===== config.mk =====
export PLATFORM = sky130hd
export DESIGN_NAME = mux_uart_rx
export DESIGN_NICKNAME = d
export VERILOG_FILES = /design/src/rtl/mux_uart_rx_pkg.sv /design/src/rtl/mux_uart_fifo.sv /design/src/rtl/mux_uart_rx.sv
export SDC_FILE = /design/constraint.sdc
export NUM_CORES = 1
export LEC_CHECK = 0
export ABC_AREA = 1
export BUFFER_PORTS_ARGS = -buffer_cell sky130_fd_sc_hd__buf_2
export CAP_MARGIN = 20
export CORE_MARGIN = 4
export CORE_UTILIZATION = 53
export DETAILED_ROUTE_END_ITERATION = 10
export PLACE_DENSITY_LB_ADDON = 0.12
export SYNTH_ARGS = -nofsm -noshare
export SYNTH_HDL_FRONTEND = slang
export SYNTH_SLANG_ARGS = --single-unit

===== constraint.sdc =====
create_clock -name clock -period 2.83 [get_ports clock]
set_input_delay 0.566 -clock clock [delete_from_list [all_inputs] [get_ports clock]]
set_output_delay 0.566 -clock clock [all_outputs]
set_load 0.01 [all_outputs]

===== src/rtl/mux_uart_rx_pkg.sv =====
// ---------------------------------------------------------------------------
// mux_uart_rx_pkg
// Shared definitions for the MUX UART receive path:
//   - register offsets relative to BASE_ADDR (REG_STAT, REG_DATA)
//   - status byte bit positions (ST_RXRDY, ST_TXRDY, ST_FERR, ST_OVR)
//   - receive FSM state encodings (S_IDLE, S_START, S_DATA, S_STOP)
//   - status_byte(): assembles the status register image
// ---------------------------------------------------------------------------
package mux_uart_rx_pkg;

    localparam logic [18:0] REG_STAT = 19'd0;
    localparam logic [18:0] REG_DATA = 19'd1;

    localparam int ST_RXRDY = 0;
    localparam int ST_TXRDY = 1;
    localparam int ST_FERR  = 2;
    localparam int ST_OVR   = 3;

    typedef enum logic [1:0] {
        S_IDLE  = 2'd0,
        S_START = 2'd1,
        S_DATA  = 2'd2,
        S_STOP  = 2'd3
    } rx_state_e;

    // TX-ready is always reported as 1 so console writes never stall.
    function automatic logic [7:0] status_byte(input logic rxrdy,
                                               input logic ferr,
                                               input logic ovr);
        logic [7:0] s;
        s           = 8'h00;
        s[ST_RXRDY] = rxrdy;
        s[ST_TXRDY] = 1'b1;
        s[ST_FERR]  = ferr;
        s[ST_OVR]   = ovr;
        return s;
    endfunction

endpackage


===== src/rtl/mux_uart_fifo.sv =====
// ---------------------------------------------------------------------------
// mux_uart_fifo
// Generic synchronous first-word-fall-through FIFO (dout shows the head entry
// whenever empty=0). Shared by the RX path and, later, the TX path.
// Ports:
//   clock  in   rising-edge clock
//   reset  in   synchronous active-high reset (empties the FIFO)
//   push   in   write din; accepted when not full, or when full with a pop
//   pop    in   remove head entry; ignored when empty
//   din    in   WIDTH write data
//   dout   out  WIDTH head entry
//   empty  out  no entries stored
//   full   out  DEPTH entries stored
// DEPTH must be a power of 2 (>= 2) so the pointers wrap naturally.
// ---------------------------------------------------------------------------
module mux_uart_fifo #(
    parameter int WIDTH = 8,
    parameter int DEPTH = 4
) (
    input  logic             clock,
    input  logic             reset,
    input  logic             push,
    input  logic             pop,
    input  logic [WIDTH-1:0] din,
    output logic [WIDTH-1:0] dout,
    output logic             empty,
    output logic             full
);

    localparam int AW = $clog2(DEPTH);

    logic [WIDTH-1:0] mem_q [DEPTH];
    logic [AW-1:0]    wr_ptr_q;
    logic [AW-1:0]    rd_ptr_q;
    logic [AW:0]      count_q;

    logic do_push;
    logic do_pop;

    // A push into a full FIFO only lands if the head leaves in the same cycle;
    // a pop of an empty FIFO is ignored, so push+pop while empty is a plain push.
    assign do_pop  = pop & ~empty;
    assign do_push = push & (~full | do_pop);

    always_ff @(posedge clock) begin
        if (do_push) begin
            mem_q[wr_ptr_q] <= din;
        end
    end

    always_ff @(posedge clock) begin
        if (reset) begin
            wr_ptr_q <= '0;
            rd_ptr_q <= '0;
            count_q  <= '0;
        end else begin
            if (do_push) begin
                wr_ptr_q <= wr_ptr_q + AW'(1);
            end
            if (do_pop) begin
                rd_ptr_q <= rd_ptr_q + AW'(1);
            end
            case ({do_push, do_pop})
                2'b10:   count_q <= count_q + (AW+1)'(1);
                2'b01:   count_q <= count_q - (AW+1)'(1);
                default: count_q <= count_q;
            endcase
        end
    end

    assign dout  = mem_q[rd_ptr_q];
    assign empty = (count_q == '0);
    assign full  = (count_q == (AW+1)'(DEPTH));

endmodule


===== src/rtl/mux_uart_rx.sv =====
// ---------------------------------------------------------------------------
// mux_uart_rx
// Receive half of CPU6 MUX UART port 0. Deserialises 8N1 frames from rx into
// a small FIFO and exposes it on the CPU6 bus:
//   BASE_ADDR+0  status  {4'b0, ovr, ferr, txrdy=1, rxrdy}; write bit2 clears
//                        ferr, bit3 clears ovr
//   BASE_ADDR+1  data    read pops the FIFO head (8'h00 when empty); writes
//                        are ignored here
// Optional feature macro: MUX_UART_IRQ_EN -- when defined, int_reqn is driven
// low (irq_number = IRQ_NUM) while the FIFO holds data; otherwise int_reqn is
// tied high and irq_number tied 0.
// Ports:
//   clock       in   system clock
//   reset       in   synchronous active-high reset
//   address     in   19-bit CPU6 bus address
//   read_en     in   one-clock read strobe
//   write_en    in   write strobe
//   data_in     in   8-bit write data
//   data_out    out  8-bit read data, 8'h00 when not addressed
//   rx          in   asynchronous serial input, idles high
//   int_reqn    out  active-low interrupt request
//   irq_number  out  interrupt level while requesting, else 0
// ---------------------------------------------------------------------------
module mux_uart_rx
    import mux_uart_rx_pkg::*;
#(
    parameter int          CLK_DIV    = 16,
    parameter int          FIFO_DEPTH = 4,
    parameter logic [18:0] BASE_ADDR  = 19'h3f200,
    parameter logic [3:0]  IRQ_NUM    = 4'd6
) (
    input  logic        clock,
    input  logic        reset,
    input  logic [18:0] address,
    input  logic        read_en,
    input  logic        write_en,
    input  logic [7:0]  data_in,
    output logic [7:0]  data_out,
    input  logic        rx,
    output logic        int_reqn,
    output logic [3:0]  irq_number
);

    localparam int               CNT_W     = $clog2(CLK_DIV);
    localparam logic [CNT_W-1:0] CNT_LAST  = CNT_W'(CLK_DIV - 1);
    localparam logic [CNT_W-1:0] CNT_MID   = CNT_W'(CLK_DIV / 2 - 1);
    localparam logic [18:0]      STAT_ADDR = BASE_ADDR + REG_STAT;
    localparam logic [18:0]      DATA_ADDR = BASE_ADDR + REG_DATA;

    // ---------------- rx synchroniser ----------------
    logic rx_meta_q;
    logic rx_s_q;

    always_ff @(posedge clock) begin
        if (reset) begin
            rx_meta_q <= 1'b1;
            rx_s_q    <= 1'b1;
        end else begin
            rx_meta_q <= rx;
            rx_s_q    <= rx_meta_q;
        end
    end

    // ---------------- receive FSM ----------------
    rx_state_e        state_q;
    logic [CNT_W-1:0] cnt_q;
    logic [2:0]       bit_q;
    logic [7:0]       shift_q;
    logic             push_q;      // one-cycle pulse: shift_q holds a good byte
    logic             ferr_set_q;  // one-cycle pulse: stop bit was 0

    always_ff @(posedge clock) begin
        if (reset) begin
            state_q    <= S_IDLE;
            cnt_q      <= '0;
            bit_q      <= '0;
            shift_q    <= '0;
            push_q     <= 1'b0;
            ferr_set_q <= 1'b0;
        end else begin
            push_q     <= 1'b0;
            ferr_set_q <= 1'b0;
            case (state_q)
                S_IDLE: begin
                    if (!rx_s_q) begin
                        state_q <= S_START;
                        cnt_q   <= '0;
                    end
                end
                S_START: begin
                    // Re-check the line half a bit in; a high level here means
                    // the falling edge was a glitch.
                    if (cnt_q == CNT_MID) begin
                        cnt_q <= '0;
                        bit_q <= '0;
                        state_q <= rx_s_q ? S_IDLE : S_DATA;
                    end else begin
                        cnt_q <= cnt_q + CNT_W'(1);
                    end
                end
                S_DATA: begin
                    if (cnt_q == CNT_LAST) begin
                        cnt_q   <= '0;
                        shift_q <= {rx_s_q, shift_q[7:1]};  // LSB arrives first
                        if (bit_q == 3'd7) begin
                            state_q <= S_STOP;
                        end else begin
                            bit_q <= bit_q + 3'd1;
                        end
                    end else begin
                        cnt_q <= cnt_q + CNT_W'(1);
                    end
                end
                S_STOP: begin
                    if (cnt_q == CNT_LAST) begin
                        cnt_q      <= '0;
                        push_q     <= rx_s_q;
                        ferr_set_q <= ~rx_s_q;
                        state_q    <= S_IDLE;
                    end else begin
                        cnt_q <= cnt_q + CNT_W'(1);
                    end
                end
                default: state_q <= S_IDLE;
            endcase
        end
    end

    // ---------------- receive FIFO ----------------
    logic       fifo_pop;
    logic [7:0] fifo_dout;
    logic       fifo_empty;
    logic       fifo_full;

    mux_uart_fifo #(
        .WIDTH (8),
        .DEPTH (FIFO_DEPTH)
    ) u_fifo (
        .clock (clock),
        .reset (reset),
        .push  (push_q),
        .pop   (fifo_pop),
        .din   (shift_q),
        .dout  (fifo_dout),
        .empty (fifo_empty),
        .full  (fifo_full)
    );

    // ---------------- bus decode and flags ----------------
    logic stat_sel;
    logic data_sel;
    logic stat_wr;
    logic ovr_set;
    logic ferr_q, ferr_d;
    logic ovr_q, ovr_d;

    assign stat_sel = (address == STAT_ADDR);
    assign data_sel = (address == DATA_ADDR);
    assign stat_wr  = write_en & stat_sel;
    assign fifo_pop = read_en & data_sel & ~fifo_empty;

    // Overflow only when the byte is really lost: a simultaneous pop frees a slot.
    assign ovr_set = push_q & fifo_full & ~fifo_pop;

    // Set has priority over a software clear in the same cycle.
    assign ferr_d = ferr_set_q | (ferr_q & ~(stat_wr & data_in[ST_FERR]));
    assign ovr_d  = ovr_set    | (ovr_q  & ~(stat_wr & data_in[ST_OVR]));

    always_ff @(posedge clock) begin
        if (reset) begin
            ferr_q <= 1'b0;
            ovr_q  <= 1'b0;
        end else begin
            ferr_q <= ferr_d;
            ovr_q  <= ovr_d;
        end
    end

    always_comb begin
        data_out = 8'h00;
        if (stat_sel) begin
            data_out = status_byte(~fifo_empty, ferr_q, ovr_q);
        end else if (data_sel && !fifo_empty) begin
            data_out = fifo_dout;
        end
    end

    // Only the two clear bits of a status write are meaningful.
    logic unused_data_in;
    assign unused_data_in = ^{data_in[7:4], data_in[1:0]};

    // ---------------- interrupt ----------------
`ifdef MUX_UART_IRQ_EN
    assign int_reqn   = fifo_empty;
    assign irq_number = fifo_empty ? 4'd0 : IRQ_NUM;
`else
    assign int_reqn   = 1'b1;
    assign irq_number = 4'd0;
`endif

endmodule


==> impl_metrics.json <==
{
  "status": "finished clean",
  "hold_viol": 0,
  "tightest_slew_ns": 0.569,
  "leakage_nw": 1.48,
  "cp.arrival_ns": 2.57,
  "drtIter0Drc": 118,
  "tns_ns": 0,
  "antenna_found_initial": 0,
  "layout_commonest_cell": "nor2_1",
  "dieWidth_um": 82.0,
  "end_kind": "flip-flop",
  "worstSetupPathType": "reg -> reg",
  "synthCells": 332,
  "combinationalPowerShare_pct": 4.2,
  "htreeDepth": 3,
  "rsz0062_at_grt": "no",
  "io_pins": 45,
  "drc": 0,
  "internal_power_w": 0.00143,
  "ys_ff_latch": 64,
  "cts_tree": "built",
  "use_met1_pct": 20.4,
  "ys_warn_count": 0,
  "finClkSkew_ns": 0.00926,
  "cts_setup_buffers": 0,
  "fin_crit_ns": 2.36,
  "max_freq_ghz": 0.424,
  "ant_nets": 0,
  "cts_made_buffers": 9,
  "setup_viol": 0,
  "worstRegToRegCells": 13,
  "dr_total_vias": 2202,
  "crit_end": "u_fifo.count_q[2]$_SDFFE_PP0P_",
  "hold_slack_ns": 0.413,
  "cap_violations": 0,
  "die_h_um": 82.0,
  "hp-start": "rx_meta_q$_SDFF_PP1_",
  "die-area_mm2": 0.00672,
  "row_count": 26,
  "wl_per_cell_um": 11.6,
  "swShare_pct": 21.0,
  "ir_worst_vdd_mv": 0.350,
  "gr-total-overflow": 0,
  "wirelength_um": 5220,
  "grt_use_met2_pct": 29.3,
  "gp_congestion": 0.846,
  "drv_slew": 0,
  "drt_first_pass_iters": 4,
  "start_util_pct": 55.7,
  "register_area_mm2": 0.00160,
  "crit_path_max_fanout": 5,
  "grt_util_met3_pct": 4.71,
  "startpoint_type": "flip-flop",
  "rrSetupSlack_ns": 0.47,
  "ctsHoldBuffers": 0,
  "r2r_start": "u_fifo.count_q[0]$_SDFFE_PP0P_",
  "cts-resized-gates": 0,
  "grt_max_degree": 20,
  "slew_headroom_pct": 62.0,
  "p_seq_share_pct": 54.0,
  "n_antenna_cell": 0,
  "final_util_pct": 64.3,
  "synth_area_mm2": 0.00290,
  "synth-seq-area-share_pct": 55.2,
  "timing.rr.end": "u_fifo.count_q[2]$_SDFFE_PP0P_",
  "cts_sinks": 64,
  "core_area_mm2": 0.00520,
  "hp-class": "reg -> reg",
  "crit_path_start": "u_fifo.count_q[0]$_SDFFE_PP0P_",
  "final_cell_mix": "nor2_1, nand2_1, inv_1, buf_2",
  "grt_pass1_wl_um": 8600,
  "cts_root_buffer": "clkbuf_8",
  "async_flop_share_pct": 0,
  "fillers": 444,
  "power_density_mw_per_mm2": 541,
  "busiest_layer": "met2",
  "drive_gt1_share_pct": 17.9,
  "clockBufferDepth": 2,
  "ys.flop_type": "edfxtp_1",
  "power_frac_clock_pct": 41.9,
  "grt_pass1_vias": 2009,
  "multi_input_area_mm2": 0.00109,
  "avgSynthCellArea_um2": 8.74,
  "nNetsFinal": 415,
  "grt_usage_pct": 17.2,
  "place_hpwl_um": 3710,
  "viasPerCell": 4.90,
  "synth_edf_count": 32,
  "clkSlewWorstSetupHoldPaths_ns": 0.07,
  "required_ns": 3.04,
  "ys_types": 32,
  "worstSkewPairLatency_ns": 0.33,
  "port_buffers": 33,
  "finalCritPeriodShare_pct": 83.4,
  "p_switching_w": 0.000379,
  "area_growth_pct": 15.3
}
critical path: stages, from the launching register on:
cell     delay [ns]
dfxtp_1        0.33
inv_1          0.10
nand3_1        0.13
and2_1         0.19
nand3_1        0.11
nand2_1        0.13
nand2_1        0.17
ha_1           0.17
inv_1          0.06
fa_1           0.37
a21oi_1        0.15
o21ai_0        0.12
o21ai_0        0.16
a21oi_1        0.05
per-stage QoR:
stage                     instances  total power (W)  area (um^2)  setup WS, ns
after floorplan                 335          0.00105         2910         0.523
after global placement          433          0.00107         3150         0.321
after detailed placement        433          0.00107         3150         0.262
after CTS                       449          0.00183         3340         0.442
after global routing            449          0.00188         3340         0.176
final                           449          0.00181         3340         0.469
final cells by class:
cell class | count | share of cell area [%]
Sequential cell | 64 | 47.9
Clock buffer | 11 | 4.23
Clock inverter | 5 | 1.68
Inverter | 43 | 4.83
Multi-Input combinational cell | 217 | 32.5
Timing Repair Buffer | 39 | 6.29
Tap cell | 70 | 2.62
per-layer routing:
layer  up-vias  part of all wire (%)
met5         -                     0
met4         0                   1.5
li1       1157                     -
met3        11                   6.8
met1       986                    44
met2        48                    47
power by group through the flow:
stage                     combinational, W  sequential, W  clock (W)
after floorplan                  0.0000539       0.000996          0
after global placement           0.0000735       0.000997          0
after detailed placement         0.0000758       0.000997          0
after CTS                        0.0000764       0.000976   0.000776
after global routing             0.0000881       0.000977   0.000819
final                            0.0000757       0.000976   0.000758
cell usage after synthesis, types with 2 or more instances:
cell      instances  share of area, %
nor2_4            3               1.2
buf_2             2              0.35
dfxtp_1          32                22
buf_4             5               1.3
o21ai_0          31               5.3
nor3_1            3              0.52
nand3_1          12               2.1
inv_2             2              0.26
a21oi_1          21               3.6
nor3_2            2              0.69
edfxtp_1         32                33
clkbuf_1          4              0.52
nand2_1          46               6.0
or2_2             2              0.43
conb_1            2              0.26
nor2_1           65               8.4
nand4_1           4              0.86
o22ai_1           3              0.65
inv_1            40               5.2
nand2_2           2              0.43
ha_1              8               3.5
worst min-delay path by stage:
stage	end	slack (ns)	depth (start not counted)
floorplan	rx_s_q$_SDFF_PP1_	0.39	1
global placement	rx_s_q$_SDFF_PP1_	0.39	1
detailed placement	rx_s_q$_SDFF_PP1_	0.40	1
CTS	rx_meta_q$_SDFF_PP1_	0.40	2
global route	rx_meta_q$_SDFF_PP1_	0.41	2
finish	rx_s_q$_SDFF_PP1_	0.41	1
state kept, by name, indices dropped and copies added, names as in the netlist, 2 cells and up, named ones only:
name,cells
u_fifo.wr_ptr_q,2
cnt_q,4
u_fifo.rd_ptr_q,2
shift_q,8
u_fifo.count_q,3
bit_q,3
u_fifo.mem_q,32
kinds of logic after synthesis:
group,share of synthesized area [%]
buffers and inverters,7.72
XOR/XNOR,0.302
flip-flops,55.2
other,0.259
AND/OR/NAND/NOR,22.0
AO/OA/AOI/OAI,10.3
adder cells (fa/ha/maj),4.14
Note: power is estimated with default switching activity, not from simulation.
